File: src/rtl/axi4_rd_arbiter.sv
// Shares one AXI4 read port (AR + R) among NUM_MASTERS requesters, one burst in flight.
// Define AXI4_RD_ARB_FIXED_PRIO_EN for fixed priority (lowest index wins) instead of round-robin.
module axi4_rd_arbiter #(
    parameter int unsigned NUM_MASTERS = 4,
    parameter int unsigned ADDR_WIDTH  = 16,
    parameter int unsigned DATA_WIDTH  = 64,
    parameter int unsigned ID_WIDTH    = 4
) (
    input  logic                            i_clk,
    input  logic                            i_rst,
    input  logic [NUM_MASTERS-1:0]          s_arvalid,
    output logic [NUM_MASTERS-1:0]          s_arready,
    input  logic [NUM_MASTERS*ADDR_WIDTH-1:0] s_araddr,
    input  logic [NUM_MASTERS*8-1:0]        s_arlen,
    input  logic [NUM_MASTERS*3-1:0]        s_arsize,
    input  logic [NUM_MASTERS*2-1:0]        s_arburst,
    input  logic [NUM_MASTERS*ID_WIDTH-1:0] s_arid,
    output logic [NUM_MASTERS-1:0]          s_rvalid,
    input  logic [NUM_MASTERS-1:0]          s_rready,
    output logic [DATA_WIDTH-1:0]           s_rdata,
    output logic [1:0]                      s_rresp,
    output logic                            s_rlast,
    output logic [ID_WIDTH-1:0]             s_rid,
    output logic                            m_arvalid,
    input  logic                            m_arready,
    output logic [ADDR_WIDTH-1:0]           m_araddr,
    output logic [7:0]                      m_arlen,
    output logic [2:0]                      m_arsize,
    output logic [1:0]                      m_arburst,
    output logic [ID_WIDTH-1:0]             m_arid,
    input  logic                            m_rvalid,
    output logic                            m_rready,
    input  logic [DATA_WIDTH-1:0]           m_rdata,
    input  logic [1:0]                      m_rresp,
    input  logic                            m_rlast,
    input  logic [ID_WIDTH-1:0]             m_rid
);

    localparam int unsigned PtrW = $clog2(NUM_MASTERS);

    typedef enum logic [1:0] {StIdle, StAddr, StData} state_e;

    state_e                 state_q, state_d;
    logic [NUM_MASTERS-1:0] grant_q, grant_d;
    logic [PtrW-1:0]        g_idx;
    logic [PtrW-1:0]        pick_idx;
    logic [PtrW-1:0]        cand_idx;
    logic                   pick_found;
`ifndef AXI4_RD_ARB_FIXED_PRIO_EN
    logic [PtrW-1:0]        rr_ptr_q, rr_ptr_d;
`endif

    // Encoded index of the granted requester; requester 0 while nothing is granted.
    always_comb begin
        g_idx = '0;
        for (int unsigned i = 0; i < NUM_MASTERS; i++) begin
            if (grant_q[i]) g_idx = PtrW'(i);
        end
    end

    always_comb begin
        cand_idx   = '0;
        pick_idx   = '0;
        pick_found = 1'b0;
        for (int unsigned i = 0; i < NUM_MASTERS; i++) begin
`ifdef AXI4_RD_ARB_FIXED_PRIO_EN
            cand_idx = PtrW'(i);
`else
            cand_idx = PtrW'((32'(rr_ptr_q) + i) % NUM_MASTERS);
`endif
            if (!pick_found && s_arvalid[cand_idx]) begin
                pick_idx   = cand_idx;
                pick_found = 1'b1;
            end
        end
    end

    always_ff @(posedge i_clk) begin
        if (i_rst) begin
            state_q  <= StIdle;
            grant_q  <= '0;
`ifndef AXI4_RD_ARB_FIXED_PRIO_EN
            rr_ptr_q <= '0;
`endif
        end else begin
            state_q  <= state_d;
            grant_q  <= grant_d;
`ifndef AXI4_RD_ARB_FIXED_PRIO_EN
            rr_ptr_q <= rr_ptr_d;
`endif
        end
    end

    always_comb begin
        state_d  = state_q;
        grant_d  = grant_q;
`ifndef AXI4_RD_ARB_FIXED_PRIO_EN
        rr_ptr_d = rr_ptr_q;
`endif
        unique case (state_q)
            StIdle: begin
                if (pick_found) begin
                    grant_d = NUM_MASTERS'(1) << pick_idx;
                    state_d = StAddr;
                end
            end
            StAddr: begin
                if (s_arvalid[g_idx] && m_arready) state_d = StData;
            end
            StData: begin
                if (m_rvalid && s_rready[g_idx] && m_rlast) begin
                    state_d  = StIdle;
`ifndef AXI4_RD_ARB_FIXED_PRIO_EN
                    // Explicit wrap so non-power-of-two counts rotate correctly.
                    rr_ptr_d = (g_idx == PtrW'(NUM_MASTERS - 1)) ? '0 : g_idx + 1'b1;
`endif
                end
            end
            default: state_d = StIdle;
        endcase
    end

    always_comb begin
        m_araddr  = s_araddr[g_idx*ADDR_WIDTH +: ADDR_WIDTH];
        m_arlen   = s_arlen[g_idx*8 +: 8];
        m_arsize  = s_arsize[g_idx*3 +: 3];
        m_arburst = s_arburst[g_idx*2 +: 2];
        m_arid    = s_arid[g_idx*ID_WIDTH +: ID_WIDTH];
        s_rdata   = m_rdata;
        s_rresp   = m_rresp;
        s_rlast   = m_rlast;
        s_rid     = m_rid;
        m_arvalid = 1'b0;
        s_arready = '0;
        m_rready  = 1'b0;
        s_rvalid  = '0;
        unique case (state_q)
            StAddr: begin
                m_arvalid        = s_arvalid[g_idx];
                s_arready[g_idx] = m_arready;
            end
            StData: begin
                m_rready        = s_rready[g_idx];
                s_rvalid[g_idx] = m_rvalid;
            end
            default: ;
        endcase
    end

endmodule

File: config.mk
export PLATFORM = sky130hd
export DESIGN_NAME = axi4_rd_arbiter
export DESIGN_NICKNAME = d
export VERILOG_FILES = /design/src/rtl/axi4_rd_arbiter.sv
export SDC_FILE = /design/constraint.sdc
export NUM_CORES = 1
export LEC_CHECK = 0
export ABC_CLOCK_PERIOD_IN_PS = 4100
export BUFFER_PORTS_ARGS = -buffer_cell sky130_fd_sc_hd__buf_2
export CAP_MARGIN = 30
export CORE_AREA = 2 2 127 129
export DETAILED_ROUTE_END_ITERATION = 7
export DIE_AREA = 0 0 129 131
export SKIP_LAST_GASP = 1
export SLEW_MARGIN = 15
export SYNTH_ARGS = -nofsm -noshare
export SYNTH_HDL_FRONTEND = slang
export SYNTH_SLANG_ARGS = --single-unit
File: constraint.sdc
create_clock -name i_clk -period 4.1 [get_ports i_clk]
set_clock_uncertainty 0.2 [all_clocks]
set_input_delay 0.82 -clock i_clk [delete_from_list [all_inputs] [get_ports i_clk]]
set_output_delay 0.82 -clock i_clk [all_outputs]
set_load 0.02 [all_outputs]
# Word level (Yosys, flattened, before mapping)
# Cells that the tools add are included.
# totals
register_bits	8
input_bits	215
word_cells	76
out_inout_bits	114
# op_classes
n_bitwise	2
n_mux	34
n_lt_le_gt_ge	6
eq_ne	6
reduce_logical	14
mul	1
shift	6
add_sub_neg	4
# op_table
op	count
64-bit by 7-bit indexed part select with 16-bit output	1
32-bit by 6-bit indexed part select with 8-bit output	1
2-bit two-way mux	10
16-bit by 5-bit indexed part select with 4-bit output	1
2-bit by 3-bit < comparator with 1-bit output, second input constant	5
1-bit two-way mux	14
1-bit binary-select mux with 2-bit select	6
12-bit by 5-bit indexed part select with 3-bit output	1
4-bit AND	2
4-bit two-way mux	2
8-bit by 4-bit indexed part select with 2-bit output	1
1-bit logical AND	7
2-bit != test, second input constant	3
2-bit case mux with 3 select lines	1
2-bit by 1-bit adder with 2-bit output, second input constant	2
2-bit adder, second input constant	2
2-bit equality test, second input constant	2
2-bit by 2-bit multiplier with 4-bit output, second input constant	1
2-bit AND reduction	2
1-bit by 2-bit << shifter with 4-bit output, first input constant	1
1-bit zero test	3
3-bit AND reduction	1
1-bit demux with 2-bit select	1
2-bit by 1-bit equality test with 1-bit output, second input constant	1
other kinds (2)	2

# Longest topological paths before layout
# logic_depth
depth_word	14
ltp_mapped	6
depth_no_buf	5

# Worst setup path before layout
# No wires, ideal clock.
# synth_path
path_type	reg2out
from	register grant_q[2]
to	output m_araddr[0]
path_slack_ps	1530
n_path_buf	3
arrival_time_ps	1550
path_stages_with_launch	6
required_ps	3080
cell_sequence	dfxtp_1 -> buf_2 -> clkbuf_1 -> clkbuf_1 -> a21oi_1 -> o21ai_0
# synth_via
elab_chain_cells	3
# synth_lines
element	line	source
start, declared	44	logic [NUM_MASTERS-1:0] grant_q, grant_d;
start signal, assigned	87	grant_q <= grant_d;
2-bit two-way mux (2 in a row)	57	if (grant_q[i]) g_idx = PtrW'(i);
64-bit by 7-bit indexed part select with 16-bit output	124	m_araddr = s_araddr[g_idx*ADDR_WIDTH +: ADDR_WIDTH];
end, declared	26	output logic [ADDR_WIDTH-1:0] m_araddr,
# No other way between the ends.

# Worst setup path after layout
# layout_path
from	register grant_q[1]
to	output m_arvalid
# layout_via
elab_chain_cells	6
# layout_lines
element	line	source
1-bit two-way mux	57	
2-bit two-way mux (2 in a row)	57	
1-bit binary-select mux with 2-bit select	139	m_arvalid = s_arvalid[g_idx];
1-bit two-way mux (not written as such)	139	
1-bit two-way mux	137	unique case (state_q)
end, declared	24	output logic m_arvalid,
# No other way between the ends. The select of a mux whose other input is x is not followed.

==> out/metrics.csv <==
metric,value,unit
post_cts_hold_buffer_count,0,
post-synth-top-area-fraction,25.5,%
grt_use_met1,8.58,%
totalNegativeSetupSlack,0,ps
postSynthRegisterBits,7,
flow.area_growth_from_synthesis,33.4,%
syn_nets,552,
timing.fmax,330,MHz
main_combinational_cell_family_by_area_after_synthesis,buffers and inverters,
synth-edff-count,0,
routed_wirelength_normalized_by_instance_count,12.5,um
netlist_instances,334,
finalMaxSlewViolations,0,
async_s_r_ff_share_synth,0,%
crit_type,register to primary output,
power-per-cell-area,209,nW/um^2
core.rowCount,46,
status,finished clean,
xor_xnor_cell_area_share_of_the_yosys_netlist,0,%
holdCritPathClass,register to register,
antenna-diode-count,0,
port_buffers,188,
global_route.overflow_total,0,
crit_path_max_fanout,20,
grt_antenna_before_repair,0,
leakage,1.35,nW
pin_count_of_the_biggest_net_entering_global_routing,42,
globalRouteMet3Util,2.77,%
clk_pin_slew,40,ps
design.final.nets,656,
global_route_wire_length_before_repair,10800,um
yosys_most_used_dff,dfxtp_1,
stdcell_count,653,
crit_required,3080,ps
layout_cells_sized_above_1,45.5,%
unrepaired_setup_endpoints_after_global_routing,false,
ctsResizeCount,0,
synth.mux.area_fraction,17.0,%
synth_top_area_cell,buf_4,
synth_fa_ha_area_share,1.77,%
clock_tree.htree_level_count,1,
number_of_clock_sinks_seen_by_cts,7,
initial_core_util,13.6,%
drt_wirelength,8170,um
finalCriticalPeriod,3030,ps
place_inst,649,
routed-via-count,2516,
setup_viol,0,
netlist_top_cells_area,"buf_4 26%, mux2i_1 17%, a21oi_1 9.2%",
post-dp-hpwl,6980,um
post-cts-setup-buffer-count,0,
post-layout-total-power,589,uW
cap_viol_max_count,0,
max-clock-path-buffers,2,
synth-simple-area-share,20.8,%
total_die_area,16900,sq um
worst_ir_drop_vdd,0.124,mV
place_congestion,0.706,
netlist-cell-type-count,29,
crit_path_end_kind,primary output,
finalHoldViolCount,0,
busiest_layer,met2,
first_global_vias,2044,
die_x,129,um
drt_pass1_iterations,4,
number_of_nets_with_antenna_violations_after_detailed_routing,0,
floorplan.io_pins,329,
drc,0,
worst_slack,1070,ps
vias_per_cell,3.85,
worstPathArrival,2010,ps
die_span_y,131,um
synth_seq_area_share,6.62,%
yosysWarnings,0,
slew_headroom,53.9,%
layout_worst_path_cycle_share,73.8,%
synth-compound-area-share,23.0,%
tritoncts_clock_tree,yes,
drtIter0Drc,87,
root_buffer,clkbuf_16,
syn_area_per_cell,6.34,sq um
synthTopCellsByCount,"72 x buf_4, 41 x nor2_1, 39 x a21oi_1",
placement.setup.worst_slack,1280,ps
startpoint_class,register,
placeableCoreArea,15600,sq um
global_route.usage.met2,15.6,%
synthMostInstantiatedCell,buf_4,
cts_buffers,3,
r2r_setup_slack,1810,ps
grt.total_usage,8.36,%
clk_latency,230,ps
synth.cell_area,2120,sq um
max_slew.worst_pin.slew,692,ps
-- power by group --
part | switching (mW) | internal [mW] | total (mW)
sequential | 0.0173 | 0.0728 | 0.0902
combinational | 0.186 | 0.148 | 0.335
clock | 0.0350 | 0.129 | 0.164
-- flip-flops by register name (all words and copies together), names as in the netlist --
register	count
grant_q	3
rr_ptr_q	2
state_q	2
-- final cells by class --
| class | count | area, sq um |
|---|---|---|
| repair buffers | 191 | 976 |
| inverters | 8 | 30.0 |
| flip-flops and latches | 7 | 144 |
| well taps | 216 | 270 |
| multi-input cells | 227 | 1330 |
| fillers | 1796 | 12800 |
| clock buffers | 4 | 78.8 |
-- cell usage in the layout (no fill, tap or decap), types with 4 or more instances in the layout --
cell / synthesis / final
a21oi_1: 39 / 39
and2_1: 4 / 4
and3_1: 6 / 6
buf_2: 5 / 188
dfxtp_1: 7 / 4
inv_1: 8 / 8
mux2i_1: 36 / 36
nand2_1: 36 / 36
nor2_1: 41 / 41
nor2b_1: 5 / 5
o21ai_0: 37 / 37
-- logic make-up after synthesis --
logic type,after synthesis
DFF,7
AOI/OAI and AO/OA,87
buffers and inverters,100
muxes,36
and+or+nand+nor,101
adders and majority gates,3
-- worst paths after layout --
path / end / cells after the start / startpoint
worst max-delay path: m_arvalid / 6 / grant_q[1]
worst min register to register: rr_ptr_q[1] / 2 / rr_ptr_q[1]
worst min-delay path: rr_ptr_q[1] / 2 / rr_ptr_q[1]
worst max register to register: rr_ptr_q[1] / 5 / grant_q[1]
-- critical path: stages, from the launching register on --
cell	delay [ps]
dfxtp_2	700
buf_12	270
mux2i_1	200
a211oi_1	90
a21oi_1	270
nor2_1	70
buf_2	170
-- layer usage --
metal	vias to the layer above	share of wire (%)
met3	20	12
met5	-	0
met2	173	48
met1	1053	37
li1	1270	-
met4	0	2.9
-- metrics by stage --
step | hold slack, ps | area [sq um] | utilization [%]
global route | 401 | 2820 | 18.1
finish | 372 | 2820 | 18.1
detailed placement | 344 | 2750 | 17.6
floorplan | 304 | 2120 | -
global placement | 339 | 2750 | 17.6
CTS | 353 | 2820 | 18.1
Power figures use the tool's default switching activity.
